$ cat src/rtl/serial_sub_ctrl.sv
// serial_sub_ctrl
// Bit-serial subtractor controller. Computes a_in - b_in - borrow_in over W bits
// by driving one shared external 1-bit full-subtractor cell, LSB first, one bit
// per clock. The cell's diff output is collected into an accumulator and its
// borrow output is fed back as the next bit's borrow-in.

module serial_sub_ctrl #(
    parameter int W = 4
) (
    input  logic         clk,
    input  logic         rst,
    input  logic         start,
    input  logic [W-1:0] a_in,
    input  logic [W-1:0] b_in,
    input  logic         borrow_in,
    output logic         busy,
    output logic         done,
    output logic [W-1:0] diff_out,
    output logic         borrow_out,
    output logic         fs_a,
    output logic         fs_b,
    output logic         fs_bin,
    input  logic         fs_diff,
    input  logic         fs_borr
);

    // One extra counter bit keeps the width non-zero when W is 1.
    localparam int CW = $clog2(W) + 1;
    localparam logic [CW-1:0] LAST_BIT = CW'(W - 1);

    typedef enum logic [1:0] {
        IDLE = 2'd0,
        RUN  = 2'd1,
        DONE = 2'd2
    } state_t;

    state_t         state;
    state_t         state_nxt;

    logic [W-1:0]   a_sh;
    logic [W-1:0]   b_sh;
    logic [W-1:0]   acc;
    logic           brw;
    logic [CW-1:0]  cnt;

    logic           accept;
    logic           last_bit;
    logic [W-1:0]   acc_nxt;

    // The accumulator fills from the top, so after W shifts bit i holds the
    // diff of the i-th processed bit. Written with shifts so W=1 needs no
    // special-case slicing.
    assign acc_nxt = (acc >> 1) | (W'(fs_diff) << (W - 1));

    // State register.
    always_ff @(posedge clk or posedge rst) begin
        if (rst) begin
            state <= IDLE;
        end else begin
            state <= state_nxt;
        end
    end

    // Next-state logic plus all state-decoded outputs, including the cell drive.
    always_comb begin
        state_nxt = state;
        busy      = 1'b0;
        done      = 1'b0;
        fs_a      = 1'b0;
        fs_b      = 1'b0;
        fs_bin    = 1'b0;
        accept    = 1'b0;
        last_bit  = 1'b0;
        case (state)
            IDLE: begin
                if (start) begin
                    accept    = 1'b1;
                    state_nxt = RUN;
                end
            end
            RUN: begin
                busy   = 1'b1;
                fs_a   = a_sh[0];
                fs_b   = b_sh[0];
                fs_bin = brw;
                if (cnt == LAST_BIT) begin
                    last_bit  = 1'b1;
                    state_nxt = DONE;
                end
            end
            DONE: begin
                done      = 1'b1;
                state_nxt = IDLE;
            end
            default: begin
                state_nxt = IDLE;
            end
        endcase
    end

    // Operand shifters, running borrow and bit counter: load on accept, step each RUN cycle.
    always_ff @(posedge clk or posedge rst) begin
        if (rst) begin
            a_sh <= '0;
            b_sh <= '0;
            acc  <= '0;
            brw  <= 1'b0;
            cnt  <= '0;
        end else if (accept) begin
            a_sh <= a_in;
            b_sh <= b_in;
            acc  <= '0;
            brw  <= borrow_in;
            cnt  <= '0;
        end else if (state == RUN) begin
            a_sh <= a_sh >> 1;
            b_sh <= b_sh >> 1;
            acc  <= acc_nxt;
            brw  <= fs_borr;
            cnt  <= cnt + CW'(1);
        end
    end

    // Result registers: captured on the last bit and held until the next completion.
    always_ff @(posedge clk or posedge rst) begin
        if (rst) begin
            diff_out   <= '0;
            borrow_out <= 1'b0;
        end else if (last_bit) begin
            diff_out   <= acc_nxt;
            borrow_out <= fs_borr;
        end
    end

endmodule

$ cat config.mk
export PLATFORM = sky130hd
export DESIGN_NAME = serial_sub_ctrl
export DESIGN_NICKNAME = d
export VERILOG_FILES = /design/src/rtl/serial_sub_ctrl.sv
export SDC_FILE = /design/constraint.sdc
export NUM_CORES = 1
export LEC_CHECK = 0
export ABC_CLOCK_PERIOD_IN_PS = 2150
export CORE_ASPECT_RATIO = 1.75
export CORE_UTILIZATION = 32
export DETAILED_ROUTE_END_ITERATION = 16
export SLEW_MARGIN = 20
export SYNTH_ARGS = -nofsm -noshare
export SYNTH_HDL_FRONTEND = slang
export SYNTH_SLANG_ARGS = --single-unit
$ cat constraint.sdc
create_clock -name clk -period 2.15 [get_ports clk]
set_clock_uncertainty 0.15 [all_clocks]
set_input_delay 0.3225 -clock clk [delete_from_list [all_inputs] [get_ports clk]]
set_output_delay 0.3225 -clock clk [all_outputs]
set_load 0.02 [all_outputs]
# Word level (Yosys, flattened, before mapping)
# Index checks and enable logic that the tools add are counted.
[word_totals] wordCells=40 reg_bits=23 input_bits=14
[classes] addsub=1 mux=22 reduce_logical=3 eq_ne=5 bitwise_logic=1
[ops] operator="$mux W4" count=6
[ops] operator="$mux W1" count=11
[ops] operator="$mux W3" count=2
[ops] operator="$mux W2" count=2
[ops] operator="$ne A2 B2 Y1 const B" count=2
[ops] operator="$or A3 B4 Y4" count=1
[ops] operator="$pmux W2 S2" count=1
[ops] operator="$add A3 B1 Y3 const B" count=1
[ops] operator="$eq A3 B2 Y1 const B" count=1
[ops] operator="$eq A2 B1 Y1 const B" count=1
[ops] operator="$eq A2 B2 Y1 const B" count=1
[ops] operator="$logic_not A2 Y1" count=1
[ops] operator="$reduce_and A2 Y1" count=1
[ops] operator="$reduce_bool A2 Y1" count=1

# Longest topological paths before layout
[depth] ltp_word=3 depth_mapped=5

# Least setup slack after synthesis
# OpenSTA, ideal clock, no wires.
[synth_path] path_type="reg2reg" start="register cnt[0]" end="register diff_out[0]" stages_incl_launch_ff=5 setup_ns=0.125 path_slack_ns=0.692 arrival_ns=1.183 required_ns=1.875 path_buffers=0 path_cell_list="dfrtp_1 -> ha_1 -> ha_1 -> nand2_4 -> mux2_2"
[synth_via] elab_chain_cells=3
[synth_rtl] element="from (decl)" line_no="44" rtl="logic [CW-1:0] cnt;"
[synth_rtl] element="from (signal assigned)" line_no="120" rtl="cnt <= cnt + CW'(1);"
[synth_rtl] element="$eq A3 B2 Y1" line_no="86" rtl="if (cnt == LAST_BIT) begin"
[synth_rtl] element="$mux W1" line_no="86"
[synth_rtl] element="$mux W1" line_no="74" rtl="case (state)"
[synth_rtl] element="to (signal assigned)" line_no="130" rtl="diff_out <= acc_nxt;"
[synth_rtl] element="to (decl)" line_no="18" rtl="output logic [W-1:0] diff_out,"
# No other way between the ends.
# A chain may end at the register's enable or synchronous reset.

# Worst setup path in the final report
[layout_path] start="register state[1]" end="output port busy"
[layout_via] elab_chain_cells=2
[layout_rtl] element="from (decl)" line_no="37" rtl="state_t state;"
[layout_rtl] element="from (signal assigned)" line_no="60" rtl="state <= state_nxt;"
[layout_rtl] element="$eq A2 B1 Y1" line_no="74"
[layout_rtl] element="$mux W1" line_no="74"
[layout_rtl] element="to (decl)" line_no="16" rtl="output logic busy,"
# No other way between the ends.

==> reports/metrics.cfg <==
[outcome]
status=finished clean

[finish]
nNetsFinal=132
postLayoutCoreUtil=0.4603
syn2layout_area_growth_pct=36.13
drive_gt1_frac=0.1565
antenna_cells=0
fillCellCount=301
multi_input_area_um2=396.6
design_area_um2=1363
seq_area_um2=550.5

[synthesis]
ys.flop_type=dfrtp_1
async_flop_share=1.000
synth-edff-count=0
synth_top_family_by_area=compound AO/OA/AOI/OAI gates
synth-simple-area-share=0.1325
syn-num-nets=103
synth_common_cells=22 x dfrtp_1, 7 x inv_1, 6 x nor2_1
synth_compound_gate_area_share=0.1825
synthesis.area_um2=1001
yosysMostFrequentCell=dfrtp_1
syn_inst=87
synth_xor_area_frac=0
muxShareOfSynthArea=0.05625
synth_cell_types=27
ys_ff_latch=22
yosysSeqAreaShare=0.5500
synth_adder_area_share=0.02500
synthTopCellsByArea=dfrtp_1 55%, a22o_1 3.5%, mux2_2 3.4%
syn_avg_cell_area_um2=11.51
yosysTopAreaCell=dfrtp_1
yosysWarnings=0
synth_top_area_frac=0.5500

[sta]
tightestPinTransition_ns=0.3313
setup_tns_ns=0
drv_slew=0
maxSlewHeadroom=0.7783
rsz0062_at_grt=false
finalHoldViolCount=0
setup_viol=0
fin_crit_sh=0.9437
min_period_ns=2.029
max_freq_mhz=492.8

[pwr]
fin_total_pwr_w=0.002031
ir_worst_vdd_v=0.0008125
leakagePower_nw=0.6156
p_per_area_nw_per_um2=1490

[cts]
htreeDepth=1
post_cts.repair.setup_buffers=0
clock_latency_ns=0.27
cts_tree=done
cts_resized=3
numCtsBuffers=3
clkTransAtPathRegs_ns=0.08
cts_root_buffer=clkbuf_8
hold_buffers=0
cts_sinks=22
clockBufferDepth=2

[setup_path]
required_ns=1.68
crit_path_start_kind=flip-flop
crit_path_max_fanout=9
cp-end-kind=primary output
crit_arrival_ns=1.56
path_class=flip-flop to primary output

[global_route]
antenna_found_initial=0
grt_max_degree=23
track_usage=0.1367
grt_pass1_wl_mm=3.429
gr-total-overflow=0
grt_pass1_vias=813

[die]
dieArea_um2=3364
start_util=0.3381
core-area_um2=2960
pin_count=24
chipWidth_um=44.28
rows=26
die_h_um=75.99

[detailed_routing]
num_vias=750
vias_per_cell=4.777
ant_nets=0
drcViolationCount=0
wirelength_mm=1.997
first_pass_iters=2
drtIter0Drc=9
wl_per_cell_um=12.72

[placed_design]
dp_hpwl_mm=1.513
io_buffers=23
gp_congestion=0.7221
placed_cell_area_um2=1292

[min_path]
hold_class=primary input to async pin

[flow_run]
maxCapViolations=0

-- per-stage QoR --
step	setup slack, ns	hold WS, ns	instances
CTS	0.05410	0.2483	157
floorplan	0.6920	0.1617	87
global route	0.04589	0.2706	157
global placement	0.2894	0.3313	153
detailed placement	0.2789	0.3308	153
finish	0.1209	0.2358	157
-- path summary, 6_finish.rpt --
kind | from | endpoint | slack (ns) | cells after the start
worst max-delay path | state[1] | busy | 0.12 | 3
worst max register to register | cnt[0] | diff_out[0] | 0.60 | 4
min in group clk | borrow_out | borrow_out | 0.36 | 1
max in group asynchronous | rst | a_sh[3] | 1.39 | 3
worst min register to register | borrow_out | borrow_out | 0.36 | 1
worst min-delay path | rst | diff_out[0] | 0.24 | 3
-- cells in the final DEF, fill, tap and decap left out, drive strengths merged --
| cell | n |
|---|---|
| a21oi | 5 |
| a22o | 4 |
| and2 | 3 |
| buf | 4 |
| bufinv | 1 |
| clkbuf | 3 |
| clkdlybuf4s50 | 19 |
| dfrtp | 22 |
| dlygate4sd2 | 3 |
| dlymetal6s2s | 1 |
| ha | 2 |
| inv | 8 |
| mux2 | 5 |
| nand2 | 4 |
| nand2b | 2 |
| nor2 | 6 |
| nor2b | 1 |
| nor3b | 3 |
| o21ai | 6 |
| o21bai | 1 |
| o22a | 3 |
| o22ai | 4 |
| o32ai | 3 |
| or2 | 1 |
| or4b | 1 |
-- area by class of cell --
class / count / share of cell area
Multi-Input combinational cell: 54 / 0.2911
Clock inverter: 1 / 0.02204
Clock buffer: 3 / 0.03030
Inverter: 8 / 0.02388
Sequential cell: 22 / 0.4040
Timing Repair Buffer: 27 / 0.1901
Tap cell: 42 / 0.03857
-- metal layers --
metal | wire length, µm | part of all wire | track usage | up-vias
met5 | 0 | 0 | 0 | -
met4 | 56 | 0.028 | 0.08182 | 0
met3 | 78 | 0.039 | 0.02370 | 5
met2 | 1030 | 0.52 | 0.2368 | 18
met1 | 832 | 0.42 | 0.1451 | 363
li1 | - | - | - | 364
-- logic make-up after synthesis --
| logic type | count (synthesis) |
|---|---|
| adders and majority gates | 2 |
| muxes | 5 |
| buffers and inverters | 11 |
| and+or+nand+nor | 21 |
| AOI/OAI and AO/OA | 26 |
| DFF | 22 |
-- registers in the layout (all words and copies together), names as in the netlist --
signal / count
a_sh: 4
brw: 1
state: 2
diff_out: 4
acc: 3
borrow_out: 1
cnt: 3
b_sh: 4
-- report_power, final --
| group | switching (W) | internal, W | total (W) |
|---|---|---|---|
| sequential | 0.000111 | 0.000604 | 0.000716 |
| clock | 0.000133 | 0.000249 | 0.000382 |
| combinational | 0.000482 | 0.000451 | 0.000933 |
-- worst max-delay path, cell delays in order (launching register included) --
cell and delay [ns]:
dfrtp_1 0.38, nand2b_4 0.18, inv_4 0.12, clkdlybuf4s50_1 0.61
Note: power is estimated with default switching activity, not from simulation.
